<file path="src/rtl/regfile_pkg.sv">
// Shared types and helpers for the multi-port register file.
package regfile_pkg;

  localparam int XLEN_DEF = 32;
  localparam int NREG_DEF = 32;

  // Upper bound on write ports handled by the priority picker.
  localparam int MAX_WR = 32;
  localparam int PIDX_W = 5;

  typedef enum logic {
    CLEAR = 1'b0,
    RUN   = 1'b1
  } state_e;

  typedef struct packed {
    logic              hit;
    logic [PIDX_W-1:0] idx;
  } wsel_t;

  // Highest-indexed set bit of a per-port match vector wins.
  function automatic wsel_t pick_port(input logic [MAX_WR-1:0] match);
    wsel_t s;
    s.hit = 1'b0;
    s.idx = '0;
    for (int p = 0; p < MAX_WR; p++) begin
      if (match[p]) begin
        s.hit = 1'b1;
        s.idx = PIDX_W'(p);
      end
    end
    return s;
  endfunction

endpackage

</file>
<file path="src/rtl/regfile_scoreboard.sv">
// Per-register busy bits: set on issue, cleared on writeback or flush.
module regfile_scoreboard
  import regfile_pkg::*;
#(
  parameter int NREG = NREG_DEF,
  parameter int AW   = $clog2(NREG),
  parameter int NRD  = 2,
  parameter int NWR  = 2
) (
  input  logic              clk,
  input  logic              rst_n,
  input  logic              en,
  input  logic [NWR-1:0]    wr_en,
  input  logic [NWR*AW-1:0] wr_addr,
  input  logic              iss_en,
  input  logic [AW-1:0]     iss_addr,
  input  logic              flush,
  input  logic [NRD*AW-1:0] rd_addr,
  output logic [NRD-1:0]    rd_busy
);

  logic [NREG-1:0] busy_q;
  logic [NREG-1:0] busy_d;

  // Writeback clears, a new issue sets (wins over writeback), flush clears everything.
  always_comb begin
    busy_d = busy_q;
    for (int p = 0; p < NWR; p++) begin
      if (wr_en[p]) busy_d[wr_addr[p*AW +: AW]] = 1'b0;
    end
    if (iss_en && (iss_addr != '0)) busy_d[iss_addr] = 1'b1;
    if (flush) busy_d = '0;
    busy_d[0] = 1'b0;
  end

  // Busy vector only advances once the file is out of its clear sequence.
  always_ff @(posedge clk or negedge rst_n) begin
    if (!rst_n) begin
      busy_q <= '0;
    end else if (en) begin
      busy_q <= busy_d;
    end
  end

  for (genvar gi = 0; gi < NRD; gi++) begin : g_rd
    logic [AW-1:0] addr;
    logic          wr_hit;

    assign addr = rd_addr[gi*AW +: AW];

    // A write landing this cycle resolves the hazard for the reader.
    always_comb begin
      wr_hit = 1'b0;
      for (int p = 0; p < NWR; p++) begin
        if (wr_en[p] && (wr_addr[p*AW +: AW] == addr)) wr_hit = 1'b1;
      end
    end

    assign rd_busy[gi] = en && busy_q[addr] && !wr_hit && (addr != '0);
  end

endmodule

</file>
<file path="src/rtl/regfile_mp.sv">
// Multi-port register file with write bypass, zero register and post-reset clear.
module regfile_mp
  import regfile_pkg::*;
#(
  parameter int XLEN = XLEN_DEF,
  parameter int NREG = NREG_DEF,
  parameter int AW   = $clog2(NREG),
  parameter int NRD  = 2,
  parameter int NWR  = 2
) (
  input  logic                clk,
  input  logic                rst_n,
  output logic                init_done,
  input  logic [NRD*AW-1:0]   rd_addr,
  output logic [NRD*XLEN-1:0] rd_data,
  output logic [NRD-1:0]      rd_busy,
  input  logic [NWR-1:0]      wr_en,
  input  logic [NWR*AW-1:0]   wr_addr,
  input  logic [NWR*XLEN-1:0] wr_data,
  input  logic                iss_en,
  input  logic [AW-1:0]       iss_addr,
  input  logic                flush
);

  state_e          state_q;
  logic [AW-1:0]   clr_cnt_q;
  logic            init_done_q;
  logic            run;
  logic [XLEN-1:0] mem_q [NREG];

  logic [NREG-1:0]      reg_we;
  logic [NREG*XLEN-1:0] reg_wd;

  assign run       = (state_q == RUN);
  assign init_done = init_done_q;

  // Clear sequencer: walk every entry once after reset, then stay in RUN.
  always_ff @(posedge clk or negedge rst_n) begin
    if (!rst_n) begin
      state_q     <= CLEAR;
      clr_cnt_q   <= '0;
      init_done_q <= 1'b0;
    end else if (state_q == CLEAR) begin
      clr_cnt_q <= clr_cnt_q + 1'b1;
      if (clr_cnt_q == AW'(NREG - 1)) begin
        state_q     <= RUN;
        init_done_q <= 1'b1;
      end
    end
  end

  // Per-register winner among the write ports; x0 is never stored.
  for (genvar gi = 0; gi < NREG; gi++) begin : g_wsel
    logic [MAX_WR-1:0] match;
    wsel_t             sel;

    // One match bit per write port aimed at this register.
    always_comb begin
      match = '0;
      for (int p = 0; p < NWR; p++) begin
        match[p] = wr_en[p] && (wr_addr[p*AW +: AW] == AW'(gi));
      end
    end

    assign sel                     = pick_port(match);
    assign reg_we[gi]              = run && sel.hit && (gi != 0);
    assign reg_wd[gi*XLEN +: XLEN] = wr_data[sel.idx*XLEN +: XLEN];
  end

  // Storage is not reset; the clear sequence zeroes it instead.
  always_ff @(posedge clk) begin
    if (state_q == CLEAR) begin
      mem_q[clr_cnt_q] <= '0;
    end else begin
      for (int r = 1; r < NREG; r++) begin
        if (reg_we[r]) mem_q[r] <= reg_wd[r*XLEN +: XLEN];
      end
    end
  end

  for (genvar gi = 0; gi < NRD; gi++) begin : g_rd
    logic [AW-1:0]     addr;
    logic [MAX_WR-1:0] match;
    wsel_t             sel;

    assign addr = rd_addr[gi*AW +: AW];

    // Bypass candidates: enabled write ports targeting the read address.
    always_comb begin
      match = '0;
      for (int p = 0; p < NWR; p++) begin
        match[p] = wr_en[p] && (wr_addr[p*AW +: AW] == addr);
      end
    end

    assign sel = pick_port(match);
    assign rd_data[gi*XLEN +: XLEN] =
        (!run || (addr == '0)) ? '0 :
        sel.hit                ? wr_data[sel.idx*XLEN +: XLEN] :
                                 mem_q[addr];
  end

  regfile_scoreboard #(
    .NREG (NREG),
    .AW   (AW),
    .NRD  (NRD),
    .NWR  (NWR)
  ) u_sb (
    .clk      (clk),
    .rst_n    (rst_n),
    .en       (run),
    .wr_en    (wr_en),
    .wr_addr  (wr_addr),
    .iss_en   (iss_en),
    .iss_addr (iss_addr),
    .flush    (flush),
    .rd_addr  (rd_addr),
    .rd_busy  (rd_busy)
  );

endmodule

</file>
<file path="config.mk">
export PLATFORM = sky130hd
export DESIGN_NAME = regfile_mp
export DESIGN_NICKNAME = d
export VERILOG_FILES = /design/src/rtl/regfile_pkg.sv /design/src/rtl/regfile_scoreboard.sv /design/src/rtl/regfile_mp.sv
export SDC_FILE = /design/constraint.sdc
export NUM_CORES = 2
export LEC_CHECK = 0
export ABC_AREA = 0
export BUFFER_PORTS_ARGS = -buffer_cell sky130_fd_sc_hd__buf_4
export CAP_MARGIN = 5
export CORE_MARGIN = 2
export CORE_UTILIZATION = 50
export CTS_CLUSTER_SIZE = 14
export DETAILED_ROUTE_END_ITERATION = 8
export PLACE_DENSITY_LB_ADDON = 0.1
export SYNTH_ARGS = -nofsm -noshare
export SYNTH_HDL_FRONTEND = slang
export SYNTH_HIERARCHICAL = 1
export SYNTH_SLANG_ARGS = --single-unit
</file>
<file path="constraint.sdc">
create_clock -name clk -period 11.4 [get_ports clk]
set_input_delay 1.71 -clock clk [delete_from_list [all_inputs] [get_ports clk]]
set_output_delay 1.71 -clock clk [all_outputs]
set_load 0.01 [all_outputs]
</file>
---- Word level (Yosys, flattened, before mapping) ----
Memory sizes are Yosys's and may differ from the RTL's.
Cells that the tools add are included.
cells by class
  add/sub/neg operators ................... 1
  $lt $le $gt $ge ......................... 8
  equality and inequality tests ........... 67
  shifts and indexed selects .............. 33
  multiplexer cells ....................... 187
  bitwise logic cells ..................... 6
  reduce and logical (&&, ||, !) cells .... 119
operators by type and width
  operator                                                                number
  64-bit by 11-bit indexed part select with 32-bit output                 33
  6-bit 2-to-1 mux                                                        66
  32-bit 2-to-1 mux                                                       9
  5-bit == test (second input constant)                                   33
  1-bit logical AND                                                       107
  1-bit 2-to-1 mux                                                        106
  5-bit by 4-bit == test with 1-bit output (second input constant)        16
  32-bit bitwise AND                                                      2
  32-bit inverter                                                         2
  5-bit by 3-bit == test with 1-bit output (second input constant)        8
  32-bit OR                                                               1
  32-bit OR reduction                                                     1
  5-bit by 6-bit < comparator with 1-bit output (second input constant)   5
  5-bit by 2-bit == test with 1-bit output (second input constant)        4
  5-bit == test                                                           4
  1-bit demux with 5-bit select                                           3
  5-bit by 1-bit >= comparator with 1-bit output (second input constant)  3
  5-bit nonzero test                                                      3
  1-bit binary-select mux with 5-bit select                               2
  5-bit by 1-bit == test with 1-bit output (second input constant)        2
  5-bit logical NOT                                                       2
  5-bit by 1-bit adder with 5-bit output (second input constant)          1
  5-bit 2-to-1 mux                                                        1
  1-bit logical NOT                                                       3
  other kinds (3)                                                         4
word-level totals
  register bits after elaboration ......... 38
  memory bits (writable) .................. 1024
  input bits .............................. 95
  output and inout port bits .............. 67
  word-level logic and storage cells ...... 426
  memories kept ........................... 1
memory list
  memory  depth  bits a word  read ports  clocked after memory_dff  wr ports  RTL line          text
  mem_q   32     32           2           0                         31        regfile_mp.sv:29  logic [XLEN-1:0] mem_q [NREG];

---- Logic depth before layout (Yosys ltp) ----
  depth after elaboration ................. 12
  depth in mapped cells ................... 9
  depth with buffers taken out ............ 5

---- Modules after synthesis ----
The synthesis kept the hierarchy.
modules (own cells, without submodules)
  module              times used  cells each  area each (um^2)  seq. area each (um^2)
  regfile_mp          1           6634        63659.8           29963.7
  regfile_scoreboard  1           310         2640.0            775.7

---- Least setup slack after synthesis ----
No wires, ideal clock.
  kind .................................... input -> output
  from .................................... in rd_addr[0]
  to ...................................... out rd_data[14]
  arrival ................................. 3.472 ns
  data required time ...................... 9.690 ns
  slack ................................... 6.218 ns
  cell stages on the path ................. 9
  cell sequence ........................... buf_4 -> buf_6 -> buf_6 -> buf_6 -> buf_4 -> a221oi_1 -> nor3_1 -> nor4_1 -> a2111oi_0
on the way
  word-level cells in the longest chain between the ends .. 6
RTL lines
  element                                                                                      RTL line                             text
  start: declaration                                                                           regfile_mp.sv:14                     input logic [NRD*AW-1:0] rd_addr,
  5-bit == test                                                                                regfile_mp.sv:92                     match[p] = wr_en[p] && (wr_addr[p*AW +: AW] == addr);
  1-bit logical AND                                                                            regfile_mp.sv:92
  6-bit 2-to-1 mux                                                                             regfile_pkg.sv:27                    if (match[p]) begin
  64-bit by 11-bit indexed part select with 32-bit output or 6-bit 2-to-1 mux (tied branches)  regfile_mp.sv:99, regfile_pkg.sv:27
  32-bit 2-to-1 mux                                                                            regfile_mp.sv:99                     sel.hit ? wr_data[sel.idx*XLEN +: XLEN] :
  32-bit 2-to-1 mux *                                                                          regfile_mp.sv:98                     (!run || (addr == '0)) ? '0 :
  end: declaration                                                                             regfile_mp.sv:15                     output logic [NRD*XLEN-1:0] rd_data,
Mark *: on every way between the ends. The rest lies on a longest branch, timed or not.

---- Worst setup path after layout ----
  from .................................... in rd_addr[1]
  to ...................................... out rd_data[2]
The elaborated chain is that of the path after synthesis.

==> qor.csv <==
metric,value,unit
grt_pass1_wl,434000,um
ys.flop_type,edfxtp_1,
hold_path.class,reg2reg,
cts_buffers,117,
cts-root-buf,clkbuf_16,
syn2layout_area_growth,9.30,%
synth_seq_area_share,46.4,%
drc,0,
synth_area_leaders,"edfxtp_1 (45%), nand2_1 (12%), mux4_2 (11%)",
cts.path.max_buffers,3,
ys_ff_latch,1030,
fp.coreArea,0.131,mm2
yosysWarnings,6,
fin_cells,8409,
num_vias,61700,
clk_pin_slew,0.06,ns
viasPerCell,7.33,
yosysTopAreaCell,edfxtp_1,
fmax,128,MHz
setup_viol,0,
dieArea,0.136,mm2
path_class,in2out,
synth_top_area_share,44.9,%
status,finished clean,
grt_pass1_vias,57800,
wl_per_cell,37.0,um
finalInstanceArea,0.0725,mm2
grt_util_all_layers,44.8,%
layout-drive-gt1-share,18.0,%
setup_tns,0,ns
cts_tree,built,
port_buffers,161,
first_pass_iters,9,
grt_max_degree,97,
netlist_instances,6944,
drt-initial-drc-count,12400,
critical_path.max_fanout,90,
grt.overflow.total,0,
die_w,368,um
final.period_utilization,68.3,%
clkLatencyLatePin,0.77,ns
ir_drop,135,uV
fin_crit,7.78,ns
slew_viol_final,0,
pwr_density_cell,127,mW/mm2
postCtsSetupBuffers,0,
antenna_found_initial,11,
ios,162,
tightest_slew,1.39,ns
hpwl,176000,um
netlist_area,0.0663,mm2
hold_viol_final,0,
cts_resized,0,
fin_skew,0.0218,ns
clock-sinks,1030,
syn_area_per_cell,9.55,um2
synth_cell_types,65,
drt_wl_total,311000,um
fp.dieH,368,um
htree_num_levels,3,
cp-start-kind,input pin,
critPathRequiredTime,9.69,ns
placed_area,0.0686,mm2
max-cap-violations,0,
synth_edf_count,992,
synthArstFlopShare,3.69,%
ctsHoldBuffers,0,
initial_core_util,50.4,%
maxSlewHeadroom,4.85,%
syn-num-nets,7044,
antenna_left,0,
rsz0062_at_grt,false,
nets,6657,
leakage,28.0,nW
worstPathArrival,6.07,ns
crit_path_end_kind,primary output,
place.gp.congestion,0.982,
dp_cells,8192,
num_rows,133,
[sequential cells by signal, summed over array words and instances, names as in the netlist]
name	cells
u_sb/busy_q	31
init_done	1
mem_q	992
clr_cnt_q	5
run	1
[per-stage QoR]
stage / util (%) / power (W) / worst slack [ns] / hold WS (ns)
4_1_cts: 55.1 / 0.00911 / 4.02 / 0.509
3_5_place_dp: 52.2 / 0.00528 / 4.03 / 0.491
6_report: 55.1 / 0.00920 / 3.62 / 0.510
5_1_grt: 55.1 / 0.00933 / 3.80 / 0.521
3_3_place_gp: 52.2 / 0.00527 / 4.08 / 0.490
2_1_floorplan: - / 0.00484 / 6.22 / 0.457
[synthesized netlist by cell type (all sizes together), types with 40 or more instances]
| library cell | instances |
|---|---|
| clkbuf | 570 |
| nor2 | 98 |
| nand3 | 41 |
| o21ai | 154 |
| nor4 | 71 |
| a21oi | 1118 |
| edfxtp | 992 |
| mux2i | 112 |
| mux4 | 326 |
| nand2 | 2168 |
| buf | 280 |
| o221ai | 62 |
| o22ai | 159 |
| mux2 | 228 |
| a22oi | 61 |
| inv | 40 |
| nor3 | 62 |
[layout make-up]
class                   instances  area (um2)
well taps                    1755        2200
clock inverters                71         778
inverters                      40         150
flip-flops and latches       1030       30700
clock buffers                 143        3050
multi-input cells            5024       32900
repair buffers                344        2680
fillers                     11400       59000
diodes                          2        5.00
[path summary, 6_finish.rpt]
kind,startpoint,endpoint,slack [ns],depth (start not counted)
max in group asynchronous,rst_n,run$_DFF_PN0_,10.00,1
worst max register to register,run$_DFF_PN0_,mem_q[10][10]$_SDFFCE_PN0P_,7.66,4
worst min-delay path,u_sb/busy_q[23]$_DFFE_PN0P_,u_sb/busy_q[23]$_DFFE_PN0P_,0.51,2
min in group asynchronous,rst_n,init_done$_DFFE_PN0P_,0.94,1
worst min register to register,u_sb/busy_q[23]$_DFFE_PN0P_,u_sb/busy_q[23]$_DFFE_PN0P_,0.51,2
worst max-delay path,rd_addr[1],rd_data[2],3.62,9
[worst max-delay path, stage by stage]
cell	delay, ns
buf_8	0.39
buf_12	0.55
nor2b_4	0.26
buf_4	0.49
a221oi_1	0.19
nor4_1	0.87
a21oi_1	0.13
a221oi_1	1.06
buf_4	0.27
[power by group]
group	internal (W)	switching, W
sequential	0.00412	0.00000308
clock	0.00223	0.00170
combinational	0.000306	0.000843
[cells in the final DEF, fill, tap and decap left out, types with 33 or more instances in the layout]
cell	n
nand2_1	2158
a21oi_1	1118
edfxtp_1	992
buf_4	333
mux4_2	324
mux2_2	228
o22ai_1	159
clkbuf_16	118
mux2i_1	112
o21ai_0	90
nor4_1	70
nor3_1	62
o221ai_1	62
nor2_1	61
a22oi_1	61
o21ai_4	50
inv_1	40
dfrtp_1	37
a221oi_1	36
nor2_4	36
a211oi_1	34
a21o_1	33
[per-layer routing]
layer / GRT usage [%] / vias to the layer above / part of all wire, %
met3: 16.4 / 1395 / 17
met4: 29.9 / 12 / 8.2
met1: 58.1 / 29400 / 34
li1: - / 24400 / -
met2: 62.5 / 6376 / 41
met5: 0.748 / - / 0.11
[cell families (layout without fill, tap and decap cells)]
kind of cell    count (synthesis)  count (layout)  synth area share, %
buf+inv                       890             598                 5.57
mux                           666             666                 16.6
simple gates                 2568            2568                 15.7
flops                        1030            1030                 46.4
compound gates               1742            1742                 15.1
other cells                     0               2                    0
fa+ha+maj                       5               5               0.0944
xor+xnor                       43              43                0.568
Power figures use the tool's default switching activity.
